### config.mk
export PLATFORM = sky130hd
export DESIGN_NAME = lsu_apb_bridge
export DESIGN_NICKNAME = d
export VERILOG_FILES = /design/src/rtl/lsu_apb_bridge.sv
export SDC_FILE = /design/constraint.sdc
export NUM_CORES = 1
export LEC_CHECK = 0
export BUFFER_PORTS_ARGS = -buffer_cell sky130_fd_sc_hd__buf_2
export CAP_MARGIN = 30
export CORE_ASPECT_RATIO = 1.1
export CORE_MARGIN = 2
export CORE_UTILIZATION = 49
export DETAILED_ROUTE_END_ITERATION = 8
export PLACE_DENSITY = 0.83
export SETUP_SLACK_MARGIN = 0.4
export SLEW_MARGIN = 20
export SYNTH_ARGS = -nofsm -noshare
export SYNTH_HDL_FRONTEND = slang
export SYNTH_SLANG_ARGS = --single-unit
export TNS_END_PERCENT = 20
### constraint.sdc
create_clock -name clk -period 2.2 [get_ports clk]
set_input_delay 0.11 -clock clk [delete_from_list [all_inputs] [get_ports clk]]
set_output_delay 0.11 -clock clk [all_outputs]
set_load 0.1 [all_outputs]
### src/rtl/lsu_apb_bridge.sv
// MEM-stage load/store unit: one APB transfer per request, pipeline stall while in flight.
// Optional ACCESS-phase timeout is enabled by defining APB_TIMEOUT_EN.
module lsu_apb_bridge #(
  parameter int ADDR_W  = 32,
  parameter int TIMEOUT = 16
) (
  input  logic              clk,
  input  logic              rst,
  input  logic              trans_en,
  input  logic              mem_write,
  input  logic [1:0]        mem_strobe,
  input  logic [2:0]        funct3,
  input  logic [ADDR_W-1:0] addr,
  input  logic [31:0]       wdata,
  output logic              stall,
  output logic [31:0]       rdata,
  output logic              rvalid,
  output logic              err,
  output logic              PSEL,
  output logic              PENABLE,
  output logic              PWRITE,
  output logic [ADDR_W-1:0] PADDR,
  output logic [31:0]       PWDATA,
  output logic [3:0]        PSTRB,
  input  logic [31:0]       PRDATA,
  input  logic              PREADY,
  input  logic              PSLVERR,
  output logic [1:0]        dbg_state
);

  // APB handshake: PSEL opens SETUP for one cycle, PENABLE marks ACCESS, and the
  // transfer ends on the first ACCESS cycle with PREADY=1; fields hold until then.

  typedef enum logic [1:0] {
    S_IDLE   = 2'd0,
    S_SETUP  = 2'd1,
    S_ACCESS = 2'd2,
    S_DONE   = 2'd3
  } state_t;

  localparam logic [7:0] TO_LAST = 8'(TIMEOUT - 1);

  state_t              r_state;
  state_t              w_next;
  logic [ADDR_W-1:0]   r_addr;
  logic [31:0]         r_wdata;
  logic                r_write;
  logic [1:0]          r_strobe;
  logic [2:0]          r_funct3;
  logic [31:0]         r_rdata;
  logic                r_err;
  logic                w_misaligned;
  logic                w_timeout;
  logic                w_psel;
  logic [3:0]          w_pstrb;
  logic [31:0]         w_pwdata;
  logic [31:0]         w_load;

  function automatic logic [31:0] load_extract(input logic [31:0] d,
                                               input logic [1:0]  off,
                                               input logic [2:0]  f3);
    logic [7:0]  b;
    logic [15:0] h;
    logic [31:0] res;
    b = d[{off, 3'b000} +: 8];
    h = off[1] ? d[31:16] : d[15:0];
    case (f3)
      3'd0:    res = {{24{b[7]}}, b};
      3'd1:    res = {{16{h[15]}}, h};
      3'd4:    res = {24'd0, b};
      3'd5:    res = {16'd0, h};
      default: res = d;
    endcase
    return res;
  endfunction

  assign w_misaligned = ((mem_strobe == 2'b10) && addr[0]) ||
                        ((mem_strobe == 2'b11) && (addr[1:0] != 2'b00));

`ifdef APB_TIMEOUT_EN
  logic [7:0] r_cnt;

  always_ff @(posedge clk) begin
    if (rst || (r_state == S_SETUP)) begin
      r_cnt <= 8'd0;
    end else if ((r_state == S_ACCESS) && !PREADY) begin
      r_cnt <= r_cnt + 8'd1;
    end
  end

  // A PREADY arriving in the last allowed cycle still completes normally.
  assign w_timeout = (r_state == S_ACCESS) && !PREADY && (r_cnt == TO_LAST);
`else
  logic w_unused_timeout;
  assign w_unused_timeout = ^TO_LAST;
  assign w_timeout        = 1'b0;
`endif

  always_ff @(posedge clk) begin
    if (rst) begin
      r_state <= S_IDLE;
    end else begin
      r_state <= w_next;
    end
  end

  always_comb begin
    w_next = r_state;
    case (r_state)
      S_IDLE: begin
        if (trans_en) begin
          w_next = w_misaligned ? S_DONE : S_SETUP;
        end
      end
      S_SETUP:  w_next = S_ACCESS;
      S_ACCESS: begin
        if (PREADY || w_timeout) begin
          w_next = S_DONE;
        end
      end
      S_DONE:   w_next = S_IDLE;
      default:  w_next = S_IDLE;
    endcase
  end

  assign w_load = load_extract(PRDATA, r_addr[1:0], r_funct3);

  always_ff @(posedge clk) begin
    if (rst) begin
      r_addr   <= '0;
      r_wdata  <= 32'd0;
      r_write  <= 1'b0;
      r_strobe <= 2'b00;
      r_funct3 <= 3'd0;
      r_rdata  <= 32'd0;
      r_err    <= 1'b0;
    end else begin
      case (r_state)
        S_IDLE: begin
          if (trans_en) begin
            r_addr   <= addr;
            r_wdata  <= wdata;
            r_write  <= mem_write;
            r_strobe <= mem_strobe;
            r_funct3 <= funct3;
            r_rdata  <= 32'd0;
            r_err    <= w_misaligned;
          end
        end
        S_ACCESS: begin
          if (PREADY) begin
            r_err   <= PSLVERR;
            r_rdata <= (PSLVERR || r_write) ? 32'd0 : w_load;
          end else if (w_timeout) begin
            r_err   <= 1'b1;
            r_rdata <= 32'd0;
          end
        end
        default: ;
      endcase
    end
  end

  always_comb begin
    w_pstrb  = 4'b0000;
    w_pwdata = r_wdata;
    case (r_strobe)
      2'b01: begin
        w_pstrb  = 4'b0001 << r_addr[1:0];
        w_pwdata = {4{r_wdata[7:0]}};
      end
      2'b10: begin
        w_pstrb  = 4'b0011 << {r_addr[1], 1'b0};
        w_pwdata = {2{r_wdata[15:0]}};
      end
      2'b11: begin
        w_pstrb  = 4'b1111;
        w_pwdata = r_wdata;
      end
      default: ;
    endcase
  end

  // Bus fields are forced to zero outside a transfer so an idle bus is quiet.
  assign w_psel  = (r_state == S_SETUP) || (r_state == S_ACCESS);
  assign PSEL    = w_psel;
  assign PENABLE = (r_state == S_ACCESS);
  assign PWRITE  = w_psel && r_write;
  assign PADDR   = w_psel ? {r_addr[ADDR_W-1:2], 2'b00} : '0;
  assign PWDATA  = w_psel ? w_pwdata : 32'd0;
  assign PSTRB   = (w_psel && r_write) ? w_pstrb : 4'b0000;

  assign rvalid    = (r_state == S_DONE);
  assign err       = (r_state == S_DONE) && r_err;
  assign rdata     = (r_state == S_DONE) ? r_rdata : 32'd0;
  assign stall     = ((r_state == S_IDLE) && trans_en) || w_psel;
  assign dbg_state = r_state;

endmodule

* Word level (Yosys, flattened, before mapping)
Index checks and enable logic that the tools add are counted.
Word-level totals: register bits after elaboration 105, input port bits 107, output and inout port bits 108, word-level logic and storage cells 59
Cells by class: equal/unequal tests 13, shift-type cells 3, muxes and demuxes 19, reductions and logical operators 16
Operator list (count):
- $mux W32 | 6
- $pmux W32 S2 | 2
- $pmux W32 S4 | 1
- $shiftx A32 B6 Y8 | 1
- $mux W16 | 1
- $eq A2 B2 Y1 const B | 6
- $pmux W4 S3 | 1
- $pmux W2 S4 | 1
- $eq A3 B3 Y1 const B | 2
- $mux W2 | 3
- $logic_and A1 B1 Y1 | 5
- $eq A2 B1 Y1 const B | 2
- $logic_or A1 B1 Y1 | 4
- $mux W4 | 1
- $reduce_and A2 Y1 | 2
- $reduce_bool A2 Y1 | 2
- $shl A1 B2 Y4 const A | 1
- $shl A2 B2 Y4 const A | 1
- $eq A3 B1 Y1 const B | 1
- $logic_not A3 Y1 | 1
- $reduce_and A3 Y1 | 1
- $logic_not A2 Y1 | 1
- $mux W1 | 2
- $ne A2 B1 Y1 const B | 1
- 2 further kinds | 2

* Logic depth before layout (Yosys ltp)
Gate-level depths: netlist (run 1).
depth after elaboration 6, mapped depth 8

* Least setup slack after synthesis (run 1)
OpenSTA, ideal clock, no wires.
kind register to output, start reg r_state[0], in the netlist dbg_state[0], end out PWDATA[18], data arrival time 4.848 ns, data required time 2.090 ns, setup slack -2.758 ns, stages on the path, launching flop included 6, path buffers 2, path through dfxtp_1 -> inv_1 -> ha_1 -> clkbuf_1 -> clkbuf_1 -> a21boi_0
Between the ends: word-level cells in the longest chain between the ends 3, elaborated cells on any way between the ends 4, classes of those cells 2 x eq/ne; 1 x mux; 1 x reduce/logical
Ends and longest elaborated chain:
- from (decl) | line 43 | state_t r_state;
- from (signal assigned) | line 103 | r_state <= w_next;
- $eq A2 B1 Y1 or $eq A2 B2 Y1 (tied branches) | line 185 | assign w_psel = (r_state == S_SETUP) || (r_state == S_ACCESS);
- $logic_or A1 B1 Y1 (*) | line 185
- named net PSEL | line 19 | output logic PSEL,
- $mux W32 (*) | line 190 | assign PWDATA = w_psel ? w_pwdata : 32'd0;
- to (decl) | line 23 | output logic [31:0] PWDATA,
The timed path passes the listed nets; every way through them passes the cells marked *.

* Worst setup path after layout (run 1)
start reg r_strobe[0], end out PWDATA[28]
Between the ends: word-level cells in the longest chain between the ends 3, elaborated cells on any way between the ends 4, classes of those cells 2 x eq/ne; 2 x mux
Ends and longest elaborated chain:
- from (decl) | line 48 | logic [1:0] r_strobe;
- from (signal assigned) | line 144 | r_strobe <= mem_strobe;
- $eq A2 B2 Y1 or $eq A2 B1 Y1 (tied branches) | line 167 | case (r_strobe)
- $pmux W32 S2 (*) | line 167
- $mux W32 (*) | line 190
Mark *: on every way between the ends. The rest lies on a longest branch, timed or not.

==> results.md, run 1 <==
* Drt wl/cell at 17.6 um
* Fin crit share at 89.2%
* Post-DP HPWL at 11500 um
* Crit path launch: r_strobe[0]$_SDFFE_PP0P_
* Worst-path fanout max at 7
* Worst Hold Class: primary input to register
* Synth Area in XOR/XNOR at 0%
* Io pins at 215
* Worst reg2reg path startpoint: r_addr[1]$_SDFFE_PP0P_
* Vias per cell at 5.48
* IO buf count at 212
* Area Overhead vs Synth at 59.0%
* Yosys reg bits at 105
* Clock Latency Late Sink at 340 ps
* First-pass GRT wire length at 28700 um
* Initial antenna violation count at 2
* Most used cell along the critical path: buf_4
* GPL Wtd Cong at 0.869
* Lkg Pwr at 3.60 nW
* Post-detailed-route count of antenna-violating nets at 0
* Core area at 10800 sq um
* Synth area leaders: dfxtp_1 (39%), nand2_1 (11%), and2_1 (8.7%)
* Sequential area share after synthesis at 39.3%
* Mean area per synthesized cell at 7.83 sq um
* Main synth FF type: dfxtp_1
* Setup crit start kind: register
* Post-Synth Adder-Cell Area at 1.87%
* Total vias in the final route at 5824
* CTS tree: built
* Total Neg Setup Slack at 0 ps
* Netlist cell types at 43
* Total GRT Usage at 30.2%
* Row count at 40
* Synth Area in Compound Gates at 22.2%
* Setup CP Type: register to output pin
* Final min period at 1960 ps
* DRC Markers at 0
* Die footprint at 11800 sq um
* DRT Pass-1 Iters at 5
* Slew margin rel. at 45.6%
* CTS clk-pin slew, worst paths at 70 ps
* Synth top area share at 39.3%
* Peak VDD IR at 948 uV
* Register area at 2120 sq um
* Crit path cell chain: buf_4, ha_4, buf_4, a22oi_1, nand2_1, o211a_4, buf_6
* Crit path capture type: output pin
* Yosys top cell by area: dfxtp_1
* Vias in the first global route at 5776
* Total number of yosys warnings at 0
* Critical Path Max Stage Delay at 350 ps
* Synth top cells by count: nand2_1 (158), dfxtp_1 (105), a21oi_1 (82)
* Footprint of the multi-input gates at 3530 sq um
* Mux cell area share after synthesis at 2.99%
* Clock Path Buffers at 2
* Global route total overflow at 0
* Final Max Slew Viols at 0
* Starting DRT DRC Count at 370
* Largest family of logic cells by synthesized area: simple AND/OR/NAND/NOR gates
* Final layout net count at 1024
* Pre-CTS WS at 229 ps
* Cell at the slowest stage of the critical path: dfxtp_4
* Clk_skew at 6.11 ps
* Post-synthesis cell area at 5350 sq um
* CTS Root Cell: clkbuf_16
* # Max-Cap Violations at 0
* Most numerous cell in the Yosys netlist: nand2_1
* RSZ-0062 raised after global routing: yes
* Worst Slack Setup Final at 238 ps
* Cell Pwr Density at 1280 nW/um^2
* CP required at 2090 ps
* Post-synth ARST share at 0%
* Fraction of the mapped netlist area in simple logic gates at 28.3%
* WL final at 18700 um
* # fillers at 694
* CTS Buf Count at 9
* Die height at 114 um
* Crit path DAT at 1850 ps
* Layout cell share with drive strength beyond 1 at 46.2%
* Status: completed
* Cell count after synthesis at 683
* Final hold slack at 4.59 ps
* Die X at 104 um
* Setup-failing EPs final at 0
* Largest net degree at the start of global routing at 76
* Peak Freq at 510 MHz
* Final hold violations at 0
* CTS Sinks at 105
* H-tree depth at 3
* Worst-Margin Slew at 817 ps
* HP Start: funct3[1]
* EDFF count, synth at 0
* Initial Util at 49.7%
[power breakdown]
group	leakage, nW	switching [mW]	internal [mW]	total (mW)
Sequential	0.859	0.267	2.19	2.46
Clock	0.147	0.707	0.920	1.63
Combinational	2.59	4.26	2.51	6.77
Total	3.60	5.23	5.62	10.9
[timing repair]
action                                  CTS  global route
endpoints found under the setup margin  129           132
pin swaps                                14             7
hold buffers                             19             0
endpoints found under the hold margin    19             0
buffers inserted                         12             5
resized for setup                        83            46
gates cloned                              4             0
[placed cells by master (no fill, tap or decap), drive strengths merged, types with 4 or more instances in the layout]
cell         netlist  layout
a21boi             8       8
o32ai              4       4
inv               12      13
ha                 8       8
mux2               8       8
nor2              13      13
o21ai              7       7
nand2            158     158
o2bb2ai            4       4
and2              74      74
dlygate4sd3        0      19
a21oi             83      83
buf                6     230
nand2b            33      33
nand3b             4       4
a22o              28      28
nand3              9       9
dfxtp            105     105
a22oi             16      16
nor2b             10      10
mux2i              7       7
o211a              8       8
clkbuf            51      34
a21o               5       5
[area by class of cell]
type | instances | area share [%]
diodes | 2 | 0.0588
well taps | 147 | 2.16
multi-input cells | 510 | 41.5
clock buffers | 12 | 2.90
flip-flops and latches | 105 | 24.9
clock inverters | 4 | 0.618
repair buffers | 271 | 27.2
inverters | 12 | 0.618
[metal layers]
| layer | vias to the layer above | GRT usage, % | wire, um | share of wire [%] |
|---|---|---|---|---|
| li1 | 2761 | - | - | - |
| met1 | 2692 | 33.9 | 7180 | 38 |
| met2 | 314 | 53.7 | 9510 | 51 |
| met3 | 55 | 8.06 | 1400 | 7.4 |
| met4 | 2 | 14.6 | 644 | 3.4 |
| met5 | - | 0 | 12 | 0.064 |
[cells by family (layout without fill, tap and decap cells)]
logic type                 Yosys count  in the layout
muxes                               15             15
adders and majority gates            8              8
buffers and inverters               69            299
and+or+nand+nor                    310            310
other                                1              4
DFF                                105            105
AOI/OAI and AO/OA                  175            175
[state kept, by name (all words and copies together), names as in the netlist]
name       flops
r_addr        32
r_rdata       32
r_funct3       3
r_err          1
dbg_state      2
r_strobe       2
r_write        1
r_wdata       32
[metrics by stage]
step	total power, mW	util, %	instances	instance area, sq um
floorplan	6.97	-	684	5820
global placement	7.90	67.8	1005	7300
detailed placement	7.95	67.8	1005	7300
CTS	10.6	77.1	1056	8300
global route	11.3	79.0	1061	8500
finish	10.9	79.1	1063	8510
[path summary, 6_finish.rpt]
check / endpoint / cells past startpoint / slack, ps
worst max-delay path: PWDATA[28] / 7 / 240
worst min-delay path: r_funct3[1]$_SDFFE_PP0P_ / 3 / 5
worst max register to register: r_rdata[22]$_SDFFE_PP0P_ / 5 / 320
worst min register to register: r_addr[22]$_SDFFE_PP0P_ / 2 / 450
[critical path: cells and delay by family, from the launching register on]
kind	cells	cell delay, ps
buffers and inverters	3	490
and+or+nand+nor	1	110
DFF	1	350
adders and majority gates	1	180
AOI/OAI and AO/OA	2	370
Power figures use the tool's default switching activity.
==> run 2: changes to the inputs <==
--- a/config.mk
+++ b/config.mk
@@ -5,13 +5,14 @@
 export SDC_FILE = /design/constraint.sdc
 export NUM_CORES = 1
 export LEC_CHECK = 0
+export ABC_AREA = 1
 export BUFFER_PORTS_ARGS = -buffer_cell sky130_fd_sc_hd__buf_2
 export CAP_MARGIN = 30
 export CORE_ASPECT_RATIO = 1.1
 export CORE_MARGIN = 2
 export CORE_UTILIZATION = 49
 export DETAILED_ROUTE_END_ITERATION = 8
-export PLACE_DENSITY = 0.83
+export PLACE_DENSITY = 0.82
 export SETUP_SLACK_MARGIN = 0.4
 export SLEW_MARGIN = 20
 export SYNTH_ARGS = -nofsm -noshare
==> results.md, run 2 <==
* Setup CP Type: register to output pin
* Area Overhead vs Synth at 63.5%
* CTS Buf Count at 9
* Cell count after synthesis at 854
* Most numerous cell in the Yosys netlist: nand2_1
* Cell at the slowest stage of the critical path: dfxtp_2
* EDFF count, synth at 0
* Fin crit share at 90.1%
* Critical Path Max Stage Delay at 350 ps
* Largest net degree at the start of global routing at 72
* Design Area, Final at 9120 sq um
* Cell Pwr Density at 1710 nW/um^2
* CTS Hold Bufs at 0
* Mean area per synthesized cell at 6.53 sq um
* # Max-Cap Violations at 0
* Post-synth ARST share at 0%
* Worst-Margin Slew at 623 ps
* Layout cell share with drive strength beyond 1 at 41.8%
* Synth area leaders: dfxtp_1 (38%), nand2_1 (12%), nor2_1 (9.2%)
* Busiest grt layer: met2
* Row count at 40
* Setup-failing EPs final at 0
* Post-detailed-route count of antenna-violating nets at 0
* Footprint of the multi-input gates at 3260 sq um
* Total vias in the final route at 6510
* Total Power at 15.6 mW
* WL final at 21200 um
* Biggest regs: r_addr x32, r_rdata x32, r_wdata x32
* Die X at 106 um
* Most common cell after layout, fill and taps aside: nand2_1
* Final hold slack at 7.67 ps
* CTS clk-pin slew, worst paths at 80 ps
* Yosys reg bits at 105
* Met2 Use GR at 54.2%
* Final layout net count at 1176
* Slew margin rel. at 58.5%
* M3 GR Usage at 9.73%
* Status: completed
* Io pins at 215
* # fillers at 631
* Clock Path Buffers at 2
* CTS Sinks at 105
* Core area at 11000 sq um
* GPL Wtd Cong at 0.894
* Die footprint at 12300 sq um
* Vias per cell at 5.35
* Worst reg2reg path startpoint: dbg_state[0]$_SDFFE_PP0P_
* Util after Layout at 82.8%
* Setup crit start kind: register
* HP Start: addr[3]
* Commonest cells after routing, fill and taps aside: nand2_1 (168), buf_2 (142), nor2_1 (125)
* Total Neg Setup Slack at 0 ps
* Total GRT Usage at 31.7%
* Crit path cell chain: inv_4, ha_4, inv_6, buf_12, a21oi_1, o21ai_1, nand2_2, a21oi_4, buf_12
* Synth top cells by count: nand2_1 (184), nor2_1 (137), inv_1 (107)
* DRC Markers at 0
* H-tree depth at 3
* IO buf count at 212
* Peak VDD IR at 1910 uV
* Most used cell along the critical path: buf_12
* Initial Util at 50.6%
* Drt wl/cell at 17.4 um
* Vias in the first global route at 6182
* Synth top area share at 37.7%
* Total number of yosys warnings at 0
* Worst-path fanout max at 7
* Sequential area share after synthesis at 37.7%
* RSZ-0062 raised after global routing: yes
* Global route total overflow at 0
* Final hold violations at 0
* First-pass GRT wire length at 31000 um
* Clock Latency Late Sink at 340 ps
* CTS tree: built
* Placed inst area at 8310 sq um
* Starting DRT DRC Count at 441
* Crit path capture type: output pin
* Die height at 116 um
* Initial antenna violation count at 4
* Yosys top cell by area: dfxtp_1
* Met1 GRT Util at 36.3%
* Crit path DAT at 1870 ps
* Post-DP HPWL at 13200 um
* Final min period at 1980 ps
* Peak Freq at 505 MHz
* CP required at 2090 ps
* DRT Pass-1 Iters at 7
* CTS Root Cell: clkbuf_16
* Netlist cell types at 34
* Lkg Pwr at 3.64 nW
* Crit path launch: r_strobe[1]$_SDFFE_PP0P_
* Clk_skew at 9.23 ps
* Worst Hold Class: primary input to register
* Final Max Slew Viols at 0
* Post-synthesis cell area at 5580 sq um
* Register area at 2110 sq um
* Main synth FF type: dfxtp_1
==> run 2: cell types whose count changed after synthesis, sizes merged, moves of 28 or more <==
cell / delta
nand2b: -33
inv: +100
nand2: +30
o21ai: +89
nand3: +28
and2: -74
a22o: -28
nor2: +125
==> run 2: worst paths after layout <==
path / to / cells past startpoint / slack, ps
worst max-delay path: PWDATA[15] / 9 / 220
worst min-delay path: r_addr[3]$_SDFFE_PP0P_ / 3 / 8
worst max register to register: r_err$_SDFFE_PP0P_ / 9 / 440
worst min register to register: r_rdata[18]$_SDFFE_PP0P_ / 2 / 470
==> run 2: cells by family (layout without fill, tap and decap cells) <==
family                   after synthesis  count (layout)  synth area share [%]
flip-flops                           105             105                  37.7
adder cells (fa/ha/maj)                8               8                  1.80
AO/OA/AOI/OAI                        190             190                  18.8
AND/OR/NAND/NOR                      381             381                  29.2
buffers and inverters                169             380                  12.5
other                                  1               5                0.0672
==> run 2: where the power goes <==
part | leakage [nW] | internal (mW) | switching, mW | total, mW
Combinational | 2.64 | 3.77 | 7.47 | 11.2
Sequential | 0.864 | 2.34 | 0.349 | 2.69
Clock | 0.133 | 0.890 | 0.736 | 1.63
Total | 3.64 | 7.01 | 8.56 | 15.6
==> run 2: worst max-delay path: cells and delay by family, from the launching register on <==
kind / cells / cell delay (ps)
AOI/OAI and AO/OA: 3 / 320
DFF: 1 / 350
adders and majority gates: 1 / 250
buffers and inverters: 4 / 460
and+or+nand+nor: 1 / 130
==> run 2: area by class of cell <==
| cell class | count | area share (%) |
|---|---|---|
| antenna | 3 | 0.0823 |
| clock buffer | 12 | 2.59 |
| clock inverter | 4 | 0.590 |
| inverter | 112 | 7.44 |
| multi-input combinational | 581 | 35.7 |
| sequential | 105 | 23.2 |
| tap | 147 | 2.02 |
| timing repair buffer | 252 | 28.3 |
==> run 2: routing by layer <==
metal  routed length, um  part of all wire [%]
met2               10300                    49
met1                7760                    37
met4                1050                   5.0
met5                   0                     0
met3                2020                   9.5
==> run 2: timing repair <==
| item | CTS | global route |
|---|---|---|
| setup buffers | 13 | 7 |
| resized for setup | 44 | 19 |
| gates cloned | 2 | 3 |
| setup endpoints to repair | 91 | 104 |
| pin swaps | 13 | 13 |
==> run 2: through the flow <==
step / setup WS, ps / cells
finish: 218 / 1216
global route: 163 / 1214
CTS: 257 / 1203
detailed placement: 257 / 1172
global placement: 366 / 1172
floorplan: 20.0 / 855
